===== src/rtl/regfile_writeback.sv =====
// Writeback stage: one-entry writeback latch feeding a 16 x 32 register file
// whose top entry (R15) is the program counter. Two combinational read ports
// see a pending general-register write through a bypass path; R15 reads return
// the pipelined PC view (pc + PC_READ_OFFSET) and are never bypassed.
module regfile_writeback #(
  parameter int                    DATA_WIDTH     = 32,
  parameter int                    NUM_REGS       = 16,
  parameter int                    PC_STEP        = 4,
  parameter logic [DATA_WIDTH-1:0] RESET_PC       = 32'h0000_0000,
  parameter int                    PC_READ_OFFSET = 8
) (
  input  logic                  clk,
  input  logic                  reset,
  input  logic [DATA_WIDTH-1:0] wb_data,
  input  logic                  wb_en,
  input  logic [3:0]            wb_addr,
  input  logic [4:0]            opcode,
  input  logic                  stall,
  input  logic [3:0]            rn_addr,
  input  logic [3:0]            rm_addr,
  output logic [DATA_WIDTH-1:0] rn_data,
  output logic [DATA_WIDTH-1:0] rm_data,
  output logic [DATA_WIDTH-1:0] pc,
  output logic                  branch_taken
);

  localparam int              GP_REGS   = NUM_REGS - 1;
  localparam logic [3:0]      PC_ADDR   = 4'(NUM_REGS - 1);
  localparam logic [4:0]      OP_BRANCH = 5'b10001;
  localparam logic [DATA_WIDTH-1:0] PC_INC  = DATA_WIDTH'(PC_STEP);
  localparam logic [DATA_WIDTH-1:0] PC_VIEW = DATA_WIDTH'(PC_READ_OFFSET);

  // writeback latch
  logic                  valid_q, valid_d;
  logic [3:0]            addr_q, addr_d;
  logic [DATA_WIDTH-1:0] data_q, data_d;
  logic                  br_q, br_d;

  // architectural state
  logic [DATA_WIDTH-1:0] regs_q [GP_REGS];
  logic [DATA_WIDTH-1:0] regs_d [GP_REGS];
  logic [DATA_WIDTH-1:0] pc_q, pc_d;
  logic                  branch_taken_q, branch_taken_d;

  logic                  pc_load;
  logic                  reg_write;
  logic [DATA_WIDTH-1:0] pc_read;

  // Classify the pending commit: a branch or an explicit R15 write reloads the PC,
  // anything else valid goes to the general register file.
  always_comb begin
    pc_load   = valid_q && (br_q || (addr_q == PC_ADDR));
    reg_write = valid_q && !pc_load;
  end

  // Capture a new writeback unless stalled; a stall drains the latch after its commit.
  always_comb begin
    valid_d = valid_q;
    addr_d  = addr_q;
    data_d  = data_q;
    br_d    = br_q;
    if (stall) begin
      valid_d = 1'b0;
    end else begin
      valid_d = wb_en;
      addr_d  = wb_addr;
      data_d  = wb_data;
      br_d    = (opcode == OP_BRANCH);
    end
  end

  // Commit a general-register write from the latch; commits proceed even while stalled.
  always_comb begin
    regs_d = regs_q;
    if (reg_write) begin
      regs_d[addr_q] = data_q;
    end
  end

  // PC: a load from the latch wins over the normal increment; stall freezes the increment.
  always_comb begin
    branch_taken_d = pc_load;
    if (pc_load) begin
      pc_d = data_q;
    end else if (stall) begin
      pc_d = pc_q;
    end else begin
      pc_d = pc_q + PC_INC;
    end
  end

  // State register with synchronous reset; reset drops any pending writeback.
  always_ff @(posedge clk) begin
    if (reset) begin
      valid_q        <= 1'b0;
      addr_q         <= '0;
      data_q         <= '0;
      br_q           <= 1'b0;
      pc_q           <= RESET_PC;
      branch_taken_q <= 1'b0;
      for (int i = 0; i < GP_REGS; i++) begin
        regs_q[i] <= '0;
      end
    end else begin
      valid_q        <= valid_d;
      addr_q         <= addr_d;
      data_q         <= data_d;
      br_q           <= br_d;
      pc_q           <= pc_d;
      branch_taken_q <= branch_taken_d;
      for (int i = 0; i < GP_REGS; i++) begin
        regs_q[i] <= regs_d[i];
      end
    end
  end

  // Pipelined view of R15 as seen by an instruction reading it.
  always_comb begin
    pc_read = pc_q + PC_VIEW;
  end

  // Read port A: R15 view, then bypass of a pending non-branch write, then the file.
  always_comb begin
    if (rn_addr == PC_ADDR) begin
      rn_data = pc_read;
    end else if (valid_q && !br_q && (rn_addr == addr_q)) begin
      rn_data = data_q;
    end else begin
      rn_data = regs_q[rn_addr];
    end
  end

  // Read port B: same priority as port A.
  always_comb begin
    if (rm_addr == PC_ADDR) begin
      rm_data = pc_read;
    end else if (valid_q && !br_q && (rm_addr == addr_q)) begin
      rm_data = data_q;
    end else begin
      rm_data = regs_q[rm_addr];
    end
  end

  // Drive outputs from registered state.
  always_comb begin
    pc           = pc_q;
    branch_taken = branch_taken_q;
  end

endmodule


===== config.mk =====
export PLATFORM = sky130hd
export DESIGN_NAME = regfile_writeback
export DESIGN_NICKNAME = d
export VERILOG_FILES = /design/src/rtl/regfile_writeback.sv
export SDC_FILE = /design/constraint.sdc
export NUM_CORES = 2
export LEC_CHECK = 0
export ABC_AREA = 1
export CORE_ASPECT_RATIO = 2
export CORE_UTILIZATION = 44
export CTS_BUF_LIST = sky130_fd_sc_hd__clkbuf_16
export CTS_CLUSTER_SIZE = 25
export DETAILED_ROUTE_END_ITERATION = 6
export REMOVE_ABC_BUFFERS = 1
export SLEW_MARGIN = 0
export SYNTH_ARGS = -nofsm -noshare
export SYNTH_HDL_FRONTEND = slang
export SYNTH_SLANG_ARGS = --single-unit

===== constraint.sdc =====
create_clock -name clk -period 2.4 [get_ports clk]
set_clock_uncertainty 0.05 [all_clocks]
set_input_delay 0.48 -clock clk [delete_from_list [all_inputs] [get_ports clk]]
set_output_delay 0.48 -clock clk [all_outputs]
set_load 0.01 [all_outputs]

-- After elaboration in Yosys (flattened, before gate mapping)
Index checks and enable logic that the tools add are counted.
- register bits after elaboration: 551
- output and inout port bits: 97
- $add $sub $neg: 2
- magnitude comparators: 4
- eq/ne operators: 7
- mux-type cells: 15
- bitwise logic cells: 3
- reductions and logical operators: 10
- operators with widths (operator ; number):
    480-bit bitwise mux ; 1
    32-bit two-way mux ; 11
    32-bit binary-select mux with 4-bit select ; 2
    32-bit demux with 4-bit select ; 1
    32-bit by 3-bit adder with 32-bit output, second input constant ; 1
    32-bit by 4-bit adder with 32-bit output, second input constant ; 1
    5-bit greater-or-equal comparator, second input constant ; 3
    4-bit inverter with 5-bit output ; 3
    4-bit equality test, second input constant ; 3
    4-bit equality test ; 2
    1-bit logical AND ; 6
    5-bit equality test, second input constant ; 1
    5-bit by 1-bit less-than comparator with 1-bit output, second input constant ; 1
    1-bit logical NOT ; 2
    2-bit by 1-bit != test with 1-bit output, second input constant ; 1
    2-bit OR reduction ; 1
    1-bit logical OR ; 1

-- Longest topological paths before layout
- word-level depth: 6
- gate-level depth with buffers: 13
- depth with buffers taken out: 10

-- Worst setup path after synthesis
Ideal clock, no wire load.
- path type: register to output
- from: register pc_q[4], in the netlist pc[4]
- to: output rn_data[17]
- arrival: 1742 ps
- data required time: 1870 ps
- path slack: 128 ps
- cell stages (with the launch flop): 10
- path buffers: 0
- cells stage by stage: dfxtp_1 > ha_1 > inv_1 > nor2_1 > nand2_1 > nor2_1 > nand3_1 > and2_1 > nand2_1 > nand2_1
- word-level cells in the longest chain between the ends: 2
- ends and longest elaborated chain (what ; RTL line ; source):
    from (decl) ; 42 ; logic [DATA_WIDTH-1:0] pc_q, pc_d;
    from (signal assigned) ; 109 ; pc_q <= pc_d;
    32-bit by 4-bit adder with 32-bit output ; 119 ; pc_read = pc_q + PC_VIEW;
    32-bit two-way mux ; 124 ; if (rn_addr == PC_ADDR) begin
    to (decl) ; 21 ; output logic [DATA_WIDTH-1:0] rn_data,
Every way passes these cells.

-- Worst setup path in the final report
- from: register addr_q[2]
- to: output rm_data[31]
- word-level cells in the longest chain between the ends: 4
- ends and longest elaborated chain (what ; RTL line ; source):
    from (decl) ; 35 ; logic [3:0] addr_q, addr_d;
    from (signal assigned) ; 106 ; addr_q <= addr_d;
    4-bit equality test ; 137 ; end else if (valid_q && !br_q && (rm_addr == addr_q)) begin
    1-bit logical AND ; 137 ;
    32-bit two-way mux ; 137 ;
    32-bit two-way mux ; 135 ; if (rm_addr == PC_ADDR) begin
    to (decl) ; 22 ; output logic [DATA_WIDTH-1:0] rm_data,
Every way passes these cells.

==> impl_metrics.py <==
metrics = {
    "floorplan": {
        "io_pins": 150,
        "die_w_um": 188,
        "die_area_um2": 70000,
        "design.core.area_um2": 67900,
        "start_util_pct": 44.6,
        "row_count": 135,
        "die_h_um": 373,
    },
    "power": {
        "cellPowerDensity_nw_per_um2": 542,
        "cellLeakagePower_uw": 0.0166,
        "peakVddDrop_v": 0.000568,
    },
    "run": {
        "maxCapViolCount": 0,
    },
    "global_routing": {
        "overflow": 0,
        "grt_pass1_vias": 33540,
        "grt_usage_pct": 38.1,
        "grt_pass1_wl_um": 203000,
        "antenna_found_initial": 1,
        "grt_start_max_net_pins": 76,
    },
    "placement": {
        "dp_hpwl_um": 92400,
        "place_ws_ns": -0.811,
        "globalplace.congestion": 1.00,
        "placed_area_um2": 35500,
        "portBuffers": 149,
    },
    "yosys": {
        "synth_seq_cells": 551,
        "synthesis.area_um2": 30300,
        "ys_warn_count": 0,
        "synth_cell_types": 24,
        "yosysSeqAreaShare_pct": 36.4,
        "avgSynthCellArea_um2": 6.17,
        "synth_cells": 4911,
    },
    "min_path": {
        "hold_depth": 3,
        "whs_endpoint": "valid_q",
        "worstHoldPathType": "in2reg",
        "worstHoldStart": "wb_en",
    },
    "cells_and_area": {
        "finalNetCount": 5255,
        "nFillCells": 6697,
        "regArea_um2": 11100,
        "synthToLayoutAreaGrowth_pct": 29.3,
        "drive_gt1_share_pct": 17.4,
        "final_area_um2": 39200,
        "antenna_cells": 0,
        "multi_input_area_um2": 17000,
    },
    "sta": {
        "layout_setup_ws_ns": -0.468,
        "clock.fmax_mhz": 349,
        "rsz0062_at_grt": "true",
        "max_slew.worst_pin.slew_ns": 0.854,
        "drv_slew": 0,
        "finalSetupViolations": 64,
        "hold_violations": 0,
        "min_period_over_period_pct": 119,
        "finalCriticalPeriod_ns": 2.87,
        "slew_headroom_pct": 42.5,
    },
    "outcome": {
        "violations": "design-rule violations, negative setup slack",
        "status": "finished, violations left",
    },
    "setup_path": {
        "reg2reg_setup_slack_ns": 0.18,
        "crit_start": "addr_q[2]",
        "worst_setup_path_end_kind": "output pin",
        "r2r-end": "pc[19]",
        "start_kind": "flip-flop",
        "cp_data_required_time_ns": 1.87,
        "reg2reg_from": "addr_q[2]",
        "critPathKind": "reg2out",
        "crit_arrival_ns": 2.34,
        "crit_fanout": 7,
        "r2r_cells": 12,
    },
    "routing": {
        "drcViolationCount": 5,
        "postRouteAntennaNets": 0,
        "dr.pass1.iters": 7,
        "wl_um": 138000,
        "detail_route.iter0.violations": 3429,
        "post_drt_wl_per_cell_um": 22.5,
        "routed_via_density": 5.78,
        "num_vias": 35398,
    },
    "clocking": {
        "root_buffer": "clkbuf_16",
        "cts_buffer_depth": 3,
        "cts_tree": "yes",
        "htreeDepth": 2,
        "cts_buffers": 53,
        "clk_pin_slew_worst_paths_ns": 0.06,
        "cts_sinks": 551,
        "clkLatencyLatePin_ns": 0.62,
    },
}
==> power by group <==
part	internal [µW]	switching [µW]	leakage [µW]
Combinational	1160	2150	0.0113
Sequential	9250	62.3	0.00447
Clock	4730	3870	0.000855
Total	15100	6090	0.0166
==> final cells by class <==
type | instances | area share, %
inverter | 499 | 4.85
clock buffer | 53 | 3.38
clock inverter | 40 | 0.894
multi-input combinational | 3463 | 43.5
sequential | 551 | 28.3
timing repair buffer | 632 | 16.2
tap | 890 | 2.84
==> worst max-delay path: stages (launching register included) <==
cell     delay [ns]
dfxtp_4        0.37
buf_6          0.11
nand2_2        0.04
nand2_2        0.07
nand3_2        0.10
nor2_4         0.14
buf_12         0.14
buf_12         0.14
buf_16         0.17
buf_6          0.12
nor2_4         0.03
nand2_2        0.05
nand2_1        0.04
nand2_1        0.07
buf_2          0.13
==> sequential cells by signal, indices dropped and copies added, names as in the netlist <==
signal        flops
valid_q           1
regs_q          480
pc               32
data_q           32
branch_taken      1
addr_q            4
br_q              1
==> cells in the final DEF (no fill, tap or decap), types with 5 or more instances in the layout <==
master | synthesis | final
nand3_2 | 0 | 17
o211ai_1 | 51 | 51
nand3_1 | 448 | 428
nand4_1 | 17 | 17
a21oi_1 | 757 | 728
xor2_1 | 26 | 15
buf_2 | 50 | 52
buf_6 | 0 | 55
clkdlybuf4s50_1 | 0 | 75
a21oi_2 | 0 | 26
clkinv_1 | 5 | 16
dfxtp_1 | 551 | 525
clkbuf_16 | 0 | 55
dfxtp_2 | 0 | 14
inv_2 | 3 | 12
nand2_2 | 0 | 79
buf_16 | 0 | 9
bufinv_16 | 0 | 7
clkinv_2 | 0 | 12
nor2_4 | 0 | 53
o21ai_0 | 727 | 721
dfxtp_4 | 0 | 12
buf_8 | 0 | 8
xor2_2 | 0 | 5
nand2_1 | 1270 | 1179
nor2_2 | 4 | 27
nand2_4 | 0 | 12
inv_1 | 491 | 485
buf_12 | 0 | 85
xor2_4 | 0 | 6
buf_4 | 0 | 343
nor2_1 | 150 | 74
==> worst max path at each step <==
stage                   to
2_1_floorplan        pc[5]
3_5_place_dp    rm_data[2]
4_1_cts        rm_data[31]
3_3_place_gp    rn_data[4]
5_1_grt        rn_data[13]
6_report       rm_data[31]
==> cell usage after synthesis <==
| master | n | share of area, % |
|---|---|---|
| a21boi_0 | 1 | 0.025 |
| a21oi_1 | 757 | 13 |
| a31oi_1 | 3 | 0.062 |
| and2_1 | 1 | 0.021 |
| buf_1 | 36 | 0.45 |
| buf_2 | 50 | 0.83 |
| clkbuf_1 | 312 | 3.9 |
| clkinv_1 | 5 | 0.062 |
| dfxtp_1 | 551 | 36 |
| ha_1 | 2 | 0.083 |
| inv_1 | 491 | 6.1 |
| inv_2 | 3 | 0.037 |
| nand2_1 | 1270 | 16 |
| nand3_1 | 448 | 7.4 |
| nand4_1 | 17 | 0.35 |
| nor2_1 | 150 | 1.9 |
| nor2_2 | 4 | 0.083 |
| nor3_1 | 1 | 0.016 |
| nor3_2 | 1 | 0.033 |
| o211ai_1 | 51 | 1.3 |
| o21ai_0 | 727 | 12 |
| o22ai_1 | 2 | 0.041 |
| xnor2_1 | 2 | 0.058 |
| xor2_1 | 26 | 0.75 |
==> through the flow <==
step | hold slack, ns | util, % | TNS [ns] | instances | power, µW
floorplan | 0.380 | - | -1910.23 | 4513 | 10900
global placement | 0.388 | 52.3 | -45.63 | 5965 | 12700
detailed placement | 0.393 | 52.3 | -48.06 | 5965 | 12700
CTS | 0.333 | 56.7 | -23.44 | 6124 | 21100
global route | 0.369 | 57.7 | -27.55 | 6128 | 21800
finish | 0.357 | 57.7 | -22.47 | 6128 | 21200
==> logic make-up after synthesis <==
family / synth area share (%)
and+or+nand+nor: 25.5
xor gates and xnor gates: 0.809
DFF: 36.4
buffers and inverters: 11.3
AOI/OAI and AO/OA: 25.9
adders and majority gates: 0.0826
==> metal layers <==
metal / vias to the layer above / track usage, % / wire length (µm)
met5: - / 0 / 0
met4: 0 / 30.7 / 13000
met3: 626 / 6.14 / 11000
met2: 1856 / 64.9 / 65300
met1: 16297 / 41.5 / 48300
li1: 16619 / - / -
==> repair_timing <==
item                                    4_1_cts  5_1_grt
gates cloned                                  9        2
resized for setup                           526      175
endpoints found under the setup margin       64       64
pin swaps                                    84      115
buffers inserted                             60       13
endpoints found under the hold margin         0        0
hold buffers                                  0        0
Note: power is estimated with default switching activity, not from simulation.
